**src/rtl/mips_control_fsm.sv**
```systemverilog
// mips_control_fsm: multicycle MIPS main control unit (Moore FSM driving datapath enables and selects)
// Ports:
//   clk, reset (sync, active-high)
//   opcode, funct   - instruction fields from the IR
//   zero, overflow  - same-cycle ALU flags
//   pcWrite, iorD, memRead, memWrite, irWrite, regWrite, regDst, memToReg,
//   aluSrcA, aluSrcB, aluOpCode, pcSource, epcWrite, causeWrite - datapath controls
//   intCause        - registered trap cause (0 undefined, 1 overflow)
//   state           - current state, for debug
module mips_control_fsm #(
    parameter int EXC_ENABLE = 1
) (
    input  logic       clk,
    input  logic       reset,
    input  logic [5:0] opcode,
    input  logic [5:0] funct,
    input  logic       zero,
    input  logic       overflow,
    output logic       pcWrite,
    output logic       iorD,
    output logic       memRead,
    output logic       memWrite,
    output logic       irWrite,
    output logic       regWrite,
    output logic       regDst,
    output logic       memToReg,
    output logic       aluSrcA,
    output logic [1:0] aluSrcB,
    output logic [3:0] aluOpCode,
    output logic [1:0] pcSource,
    output logic       epcWrite,
    output logic       causeWrite,
    output logic       intCause,
    output logic [3:0] state
);
    localparam logic [3:0] ALU_AND = 4'b0000, ALU_OR = 4'b0001, ALU_ADD = 4'b0010, ALU_SUB = 4'b0110;
    localparam logic [3:0] ALU_SLL = 4'b0100, ALU_SRL = 4'b0101, ALU_SLT = 4'b0111, ALU_NOR = 4'b1100;
    localparam logic [5:0] OP_R = 6'h00, OP_LW = 6'h23, OP_SW = 6'h2B, OP_BEQ = 6'h04;
    localparam logic [5:0] OP_BNE = 6'h05, OP_J = 6'h02, OP_ADDI = 6'h08;

    typedef enum logic [3:0] {
        FETCH = 4'd0, DECODE = 4'd1, MEMADDR = 4'd2, MEMREAD = 4'd3, MEMWB = 4'd4,
        MEMWRITE = 4'd5, EXEC = 4'd6, RWB = 4'd7, BRANCH = 4'd8, JUMP = 4'd9,
        ADDIEX = 4'd10, ADDIWB = 4'd11, EXCEPT = 4'd12
    } state_t;

    localparam bit EXC = (EXC_ENABLE != 0);
    localparam state_t TRAP = EXC ? EXCEPT : FETCH;

    state_t cur, nxt;
    logic   cause_q;
    logic   r_ok, r_arith;
    logic [3:0] r_op;

    assign r_ok    = funct inside {6'h20, 6'h22, 6'h24, 6'h25, 6'h27, 6'h2A, 6'h00, 6'h02};
    assign r_arith = (funct == 6'h20) || (funct == 6'h22);
    assign r_op    = funct == 6'h22 ? ALU_SUB :
                     funct == 6'h24 ? ALU_AND :
                     funct == 6'h25 ? ALU_OR  :
                     funct == 6'h27 ? ALU_NOR :
                     funct == 6'h2A ? ALU_SLT :
                     funct == 6'h00 ? ALU_SLL :
                     funct == 6'h02 ? ALU_SRL : ALU_ADD;
    assign intCause = cause_q;
    assign state    = cur;

    always_ff @(posedge clk) begin
        if (reset) begin
            cur     <= FETCH;
            cause_q <= 1'b0;
        end else begin
            cur <= nxt;
            // only EXEC/ADDIEX reach EXCEPT via overflow; DECODE reaches it via undefined instruction
            if (nxt == EXCEPT) cause_q <= (cur == EXEC) || (cur == ADDIEX);
        end
    end

    always_comb begin
        nxt        = FETCH;
        pcWrite    = 1'b0;
        iorD       = 1'b0;
        memRead    = 1'b0;
        memWrite   = 1'b0;
        irWrite    = 1'b0;
        regWrite   = 1'b0;
        regDst     = 1'b0;
        memToReg   = 1'b0;
        aluSrcA    = 1'b0;
        aluSrcB    = 2'b00;
        aluOpCode  = ALU_ADD;
        pcSource   = 2'b00;
        epcWrite   = 1'b0;
        causeWrite = 1'b0;
        case (cur)
            FETCH: begin
                memRead = 1'b1;
                irWrite = 1'b1;
                aluSrcB = 2'b01;
                pcWrite = 1'b1;
                nxt     = DECODE;
            end
            DECODE: begin
                aluSrcB = 2'b11;
                nxt = opcode == OP_R ? (r_ok ? EXEC : TRAP) :
                      (opcode == OP_LW || opcode == OP_SW) ? MEMADDR :
                      (opcode == OP_BEQ || opcode == OP_BNE) ? BRANCH :
                      opcode == OP_J ? JUMP :
                      opcode == OP_ADDI ? ADDIEX : TRAP;
            end
            MEMADDR: begin
                aluSrcA = 1'b1;
                aluSrcB = 2'b10;
                nxt     = opcode == OP_SW ? MEMWRITE : MEMREAD;
            end
            MEMREAD: begin
                memRead = 1'b1;
                iorD    = 1'b1;
                nxt     = MEMWB;
            end
            MEMWB: begin
                memToReg = 1'b1;
                regWrite = 1'b1;
            end
            MEMWRITE: begin
                memWrite = 1'b1;
                iorD     = 1'b1;
            end
            EXEC: begin
                aluSrcA   = 1'b1;
                aluOpCode = r_op;
                nxt       = (EXC && r_arith && overflow) ? EXCEPT : RWB;
            end
            RWB: begin
                regDst   = 1'b1;
                regWrite = 1'b1;
            end
            BRANCH: begin
                aluSrcA   = 1'b1;
                aluOpCode = ALU_SUB;
                pcSource  = 2'b01;
                pcWrite   = opcode == OP_BNE ? ~zero : zero;
            end
            JUMP: begin
                pcSource = 2'b10;
                pcWrite  = 1'b1;
            end
            ADDIEX: begin
                aluSrcA = 1'b1;
                aluSrcB = 2'b10;
                nxt     = (EXC && overflow) ? EXCEPT : ADDIWB;
            end
            ADDIWB: regWrite = 1'b1;
            EXCEPT: begin
                aluSrcB    = 2'b01;
                aluOpCode  = ALU_SUB;
                epcWrite   = 1'b1;
                causeWrite = 1'b1;
                pcSource   = 2'b11;
                pcWrite    = 1'b1;
            end
            default: nxt = FETCH;
        endcase
        // reset suppresses every enable; selects keep following the state
        if (reset) begin
            pcWrite    = 1'b0;
            irWrite    = 1'b0;
            memRead    = 1'b0;
            memWrite   = 1'b0;
            regWrite   = 1'b0;
            epcWrite   = 1'b0;
            causeWrite = 1'b0;
        end
    end
endmodule

```
**config.mk**
```make
export PLATFORM = sky130hd
export DESIGN_NAME = mips_control_fsm
export DESIGN_NICKNAME = d
export VERILOG_FILES = /design/src/rtl/mips_control_fsm.sv
export SDC_FILE = /design/constraint.sdc
export NUM_CORES = 1
export LEC_CHECK = 0
export ABC_AREA = 1
export BUFFER_PORTS_ARGS = -buffer_cell sky130_fd_sc_hd__buf_2
export CORE_ASPECT_RATIO = 1.2
export CORE_MARGIN = 5
export CORE_UTILIZATION = 44
export CTS_CLUSTER_DIAMETER = 100
export DETAILED_ROUTE_END_ITERATION = 12
export GPL_TIMING_DRIVEN = 0
export HOLD_SLACK_MARGIN = 0.08
export PLACE_DENSITY = 0.9
export SYNTH_ARGS = -nofsm -noshare
export SYNTH_HDL_FRONTEND = slang
export SYNTH_SLANG_ARGS = --single-unit
```
**constraint.sdc**
```tcl
create_clock -name clk -period 1.4 [get_ports clk]
set_input_delay 0.07 -clock clk [delete_from_list [all_inputs] [get_ports clk]]
set_output_delay 0.07 -clock clk [all_outputs]
set_load 0.02 [all_outputs]
```
==> reports/results.ini, run 1 <==
[timing]
fmax_mhz=665
finalCritPeriodShare=1.07
drv_slew=0
setup_viol=6
timing.final.ws_setup_ps=-103
post-route-min-period_ps=1500
tightest_slew_ps=480
hold_viol_final=0
finalClockSkew_ps=2.02
relSlewSlack=0.680
holdWs_ps=312
finalSetupTns_ps=-238
grt_setup_unrepaired=yes

[power]
ir_worst_vdd_v=0.000555
power_mw=0.860
p_switching_mw=0.395
pwr-share-comb=0.583
leakage_nw=0.681
clkPwrFrac=0.204
swShare=0.459
power.internal_mw=0.465
powerDensity_nw_per_um2=715
seq_power_share=0.213

[clocking]
numCtsBuffers=3
cts.path.max_buffers=2
path_clk_slew_ps=50
insertion_delay_ps=240
cts_tree=done
cts-root-buf=clkbuf_4
htreeDepth=1
cts.sinks=5

[synth]
ys_ff_latch=5
syn-num-nets=158
yosysUniqueCellTypes=29
postSynthCellCount=142
syn_area_per_cell_um2=5.24
ys_seq_area_frac=0.134
syn_area_um2=744
ys_warn_count=0

[detailed_routing]
via_per_inst=5.36
firstDrtPassIters=4
drtAntennaViolNets=0
num_vias=1148
dr.first_iter.drc_count=24
drc=0
wirelength_um=2690
wl_per_cell_um=12.6

[worst_hold_path]
hold_class=in -> reg

[global_route]
grt_first_pass_wirelength_um=4190
grt_max_degree=11
grt_pass1_vias=1066
track_usage=0.216
antenna_found_initial=0
grt-ovfl-total=0

[worst_setup_path]
worst-path-buf-inv=2
rrSetupSlack_ps=-20
required_ps=1330
path_delay_family=compound AO/OA/AOI/OAI gates
path_class=reg -> out
slowest_stage=dfxtp_2
worstPathMaxFanout=5
crit_arrival_ps=1430
path_cells=nor2_4 -> inv_4 -> nor2_2 -> a21boi_2 -> o21ai_1 -> a31oi_1 -> buf_4
cp-start-kind=register
end_kind=primary output
worst_path_largest_cell_delay_ps=340

[flow_run]
maxCapViolations=0

[floorplanning]
start_util=0.459
ioPinCount=40
core_area_um2=1620
rows=16
design.die.area_um2=2620
die_h_um=55.1
die_w_um=47.6

[finish]
n_antenna_cell=0
drive_gt1_frac=0.480
fin_nets=213
area_growth_pct=61.5

[placed_design]
gp_congestion=0.913
hpwlAfterDp_um=1890
portBuffers=39

[run_status]
status=complete, but fails checks
violations=negative setup slack

## cell families (layout without fill, tap and decap cells)
kind of cell           count (synthesis)  count (layout)  share of synthesized area
and+or+nand+nor                       87              87                      0.545
DFF                                    5               5                      0.134
buffers and inverters                 31              85                      0.161
AOI/OAI and AO/OA                     19              19                      0.160
## cell usage after synthesis (all sizes together)
library cell | instances | area, µm²
nor2 | 38 | 170
nand2 | 30 | 130
inv | 27 | 101
nand3 | 9 | 45.0
a21oi | 8 | 43.8
dfxtp | 5 | 100
o21ai | 4 | 23.8
nand4 | 3 | 18.8
nor3 | 3 | 15.0
a31oi | 2 | 12.5
clkinv | 2 | 7.51
a211o | 1 | 8.76
a21boi | 1 | 7.51
a31o | 1 | 8.76
and2 | 1 | 6.26
and3 | 1 | 6.26
buf | 1 | 7.51
clkbuf | 1 | 3.75
nand3b | 1 | 7.51
o211ai | 1 | 7.51
o22ai | 1 | 6.26
or2 | 1 | 6.26
## worst reg2reg max path: stages, from the launching register on
cell	delay, ps
dfxtp_2	370
inv_2	60
nand2_2	80
inv_2	60
nand2_4	90
clkinv_4	60
buf_4	130
a21oi_1	210
nand2_1	90
a21oi_1	130
nor2_1	50
## cell usage in the layout (no fill, tap or decap), types with 2 or more instances in the layout
master / synthesis / routed
a21oi_1: 7 / 6
a21oi_2: 1 / 2
a31oi_1: 2 / 2
buf_2: 0 / 29
buf_4: 1 / 17
buf_6: 0 / 4
clkbuf_1: 1 / 2
clkbuf_4: 0 / 3
dfxtp_4: 0 / 3
inv_1: 22 / 18
inv_2: 5 / 7
nand2_1: 25 / 22
nand2_2: 4 / 5
nand2_4: 1 / 3
nand3_1: 9 / 9
nand4_1: 3 / 3
nor2_1: 31 / 25
nor2_2: 5 / 9
nor2_4: 2 / 4
nor3_1: 3 / 2
o21ai_0: 3 / 2
## metal layers
layer	global-route usage	up-vias	wire length (µm)
met5	0	-	0
met4	0.0762	0	89
met3	0.0324	14	228
met2	0.417	67	1410
met1	0.228	512	971
li1	-	555	-
## sequential cells by signal (all words and copies together) (netlist names)
name and count:
state 4, intCause 1
## power groups by stage
stage / registers [mW] / clock network [mW] / logic (mW)
after floorplan: 0.195 / 0 / 0.250
after global placement: 0.179 / 0 / 0.377
after detailed placement: 0.179 / 0 / 0.386
after CTS: 0.179 / 0.174 / 0.429
after global routing: 0.186 / 0.192 / 0.545
final: 0.183 / 0.175 / 0.502
## metrics by stage
stage / utilization / setup WS [ps] / std cells / instance area [µm²]
global route: 0.742 / -149 / 214 / 1200
global placement: 0.600 / 52.0 / 199 / 972
floorplan: - / 24.0 / 142 / 754
CTS: 0.688 / -51.2 / 210 / 1120
finish: 0.742 / -103 / 214 / 1200
detailed placement: 0.600 / 32.3 / 199 / 972
## repair_timing
| item | 4_1_cts | 5_1_grt |
|---|---|---|
| resized for setup | 23 | 21 |
| endpoints found under the setup margin | 9 | 16 |
| hold buffers | 1 | 0 |
| buffers inserted | 6 | 4 |
| hold endpoints to repair | 1 | 0 |
| pin swaps | 5 | 7 |
## final timing paths
| path | start | endpoint | cells past startpoint |
|---|---|---|---|
| worst max-delay path | state[0]$_SDFF_PP0_ | pcWrite | 7 |
| worst max register to register | state[0]$_SDFF_PP0_ | intCause$_SDFFE_PP0N_ | 10 |
| worst min-delay path | overflow | state[2]$_SDFF_PP0_ | 7 |
| worst min register to register | intCause$_SDFFE_PP0N_ | intCause$_SDFFE_PP0N_ | 2 |
## area by class of cell
type | instances | area [µm²]
Buffer | 2 | 11.3
Fill cell | 123 | 419
Inverter | 29 | 121
Clock buffer | 4 | 26.3
Timing Repair Buffer | 50 | 320
Multi-Input combinational cell | 106 | 588
Tap cell | 18 | 22.5
Sequential cell | 5 | 113
Note: power is estimated with default switching activity, not from simulation.
==> run 2: changes to the inputs <==
- REMOVE_ABC_BUFFERS: unset -> 1
==> run 2 against run 1 <==
The flow still finishes with violations (negative setup slack). Global-route usage decreased by 1.7 points. Final area decreased by 0.10%. Combinational power is 4.6% higher. Maximum frequency decreased by 1.2%. Non-clock buffer count decreased by 2. Sequential power about the same. Routed wire length grew 7.3%. Critical path type unchanged. Largest cell class unchanged. Highest routed layer unchanged.
==> reports/results.ini, run 2 (same netlist as run 1, synthesis figures left out) <==
[run_status]
status=complete, but fails checks
violations=negative setup slack

[timing]
setup_viol=9  ; +3
timing.final.ws_setup_ps=-121  ; -18.4 ps
finalClockSkew_ps=8.04  ; +6.02 ps
finalCritPeriodShare=1.09  ; +0.0132
post-route-min-period_ps=1520  ; +18.4 ps
tightest_slew_ps=258  ; -223 ps
hold_viol_final=0  ; unchanged
relSlewSlack=0.827  ; +0.147
grt_setup_unrepaired=yes
drv_slew=0  ; unchanged
finalSetupTns_ps=-500  ; -262 ps
fmax_mhz=657  ; -1.2%

[floorplanning]
die_w_um=47.6  ; unchanged
start_util=0.459  ; unchanged
ioPinCount=40  ; unchanged
die_h_um=55.1  ; unchanged
design.die.area_um2=2620  ; unchanged
core_area_um2=1620  ; unchanged
rows=16  ; unchanged

[clocking]
cts.sinks=5  ; unchanged
numCtsBuffers=3  ; unchanged
path_clk_slew_ps=40  ; about the same
cts-root-buf=clkbuf_4
cts_tree=done
insertion_delay_ps=250  ; about the same
htreeDepth=1  ; unchanged
cts.path.max_buffers=2  ; unchanged

[worst_setup_path]
rrSetupSlack_ps=-40  ; -20 ps
end_kind=primary output
r2r_start=state[2]$_SDFF_PP0_
path_class=reg -> out
crit_arrival_ps=1450  ; +20 ps
cp-start-kind=register
worstPathMaxFanout=5  ; unchanged
required_ps=1330  ; about the same
r2r_cells=9  ; -1
r2r-end=intCause$_SDFFE_PP0N_

[power]
ir_worst_vdd_v=0.000757  ; +36%
p_switching_mw=0.409  ; +3.6%
power.internal_mw=0.473  ; +1.7%
clkPwrFrac=0.197  ; -0.007
power_mw=0.882  ; +2.6%
seq_power_share=0.208  ; -0.005
swShare=0.463  ; +0.00453
pwr-share-comb=0.595  ; +0.012
leakage_nw=0.680  ; -0.18%
powerDensity_nw_per_um2=735  ; +2.7%

[finish]
area_growth_pct=61.3
multi_input_area_um2=591  ; +0.43%
largest_register_ffs=4  ; unchanged
n_antenna_cell=0  ; unchanged
regArea_um2=115  ; +2.2%
fin_util=0.741  ; -0.000771
n_fill_cell=121  ; -1.6%
fin_cells=212  ; -0.93%
fin_nets=211  ; -0.94%
drive_gt1_frac=0.479  ; about the same
final_cell_mix=26 x nor2_1, 26 x buf_2, 21 x nand2_1

[detailed_routing]
firstDrtPassIters=4  ; unchanged
drtAntennaViolNets=0  ; unchanged
wirelength_um=2890  ; +7.3%
drc=0  ; unchanged
dr.first_iter.drc_count=34  ; +42%
num_vias=1149  ; +0.087%
via_per_inst=5.42  ; +1.0%
wl_per_cell_um=13.6  ; +8.3%

[placed_design]
portBuffers=39  ; unchanged
dp.cells=197  ; -1.0%
dp_slack_ps=-53.2  ; -85.5 ps
hpwlAfterDp_um=1850  ; -2.1%
gp_congestion=0.872  ; -4.4%

[global_route]
grt_pass1_vias=964  ; -9.6%
grtUsageMet2=0.362  ; -0.0558
met3_usage=0.0162  ; -0.0162
grt_max_degree=12  ; +1
grt-ovfl-total=0  ; unchanged
antenna_found_initial=0  ; unchanged
grt-busiest-layer=met2
track_usage=0.199  ; -0.0174
use_met1=0.235  ; +0.00621
grt_first_pass_wirelength_um=3860  ; -7.7%

[worst_hold_path]
hold_class=in -> reg
min_path_cells=2  ; -5
holdPathEnd=state[3]$_SDFF_PP0_
hold_start=reset

[flow_run]
maxCapViolations=0  ; unchanged

run 2: how the worst max path moves through the flow:
stage / to / startpoint
after floorplan: regWrite / state[2]$_SDFF_PP0_
after global placement: aluOpCode[0] / state[2]$_SDFF_PP0_
after detailed placement: aluOpCode[0] / state[2]$_SDFF_PP0_
after CTS: pcWrite / state[0]$_SDFF_PP0_
after global routing: regWrite / state[2]$_SDFF_PP0_
final: regWrite / state[2]$_SDFF_PP0_
run 2: through the flow:
stage / area [µm²] / hold slack [ps]
2_1_floorplan: 733 / 139
3_3_place_gp: 951 / 375
3_5_place_dp: 951 / 377
4_1_cts: 1100 / 115
5_1_grt: 1200 / 158
6_report: 1200 / 139
run 2: what timing repair did:
item | 4_1_cts | 5_1_grt
buffers inserted | 7 | 4
pin swaps | 7 | 9
resized for setup | 29 | 23
hold buffers | 0 | 0
setup endpoints to repair | 13 | 15
gates cloned | 0 | 0
run 2: cell type report:
type,count,area share
Clock buffer,4,0.0219
Inverter,29,0.0979
Multi-Input combinational cell,106,0.492
Sequential cell,5,0.0958
Tap cell,18,0.0188
Timing Repair Buffer,50,0.274
run 2: power groups by stage:
stage	Combinational, mW	Sequential (mW)	Clock [mW]
after floorplan	0.243	0.193	0
after detailed placement	0.383	0.178	0
after global placement	0.372	0.177	0
after CTS	0.439	0.180	0.173
final	0.525	0.184	0.174
after global routing	0.557	0.185	0.191
run 2: critical path: stages (launching register included):
cell and delay [ps]:
dfxtp_4 370, inv_6 50, nor2_4 80, buf_4 120
inv_2 50, nor2_2 120, a21oi_1 60, nor2_1 190
buf_4 190
run 2: metal layers:
metal | up-vias | share of wire
met5 | - | 0
met4 | 0 | 0.039
met3 | 15 | 0.077
met2 | 66 | 0.53
met1 | 520 | 0.35
li1 | 548 | -
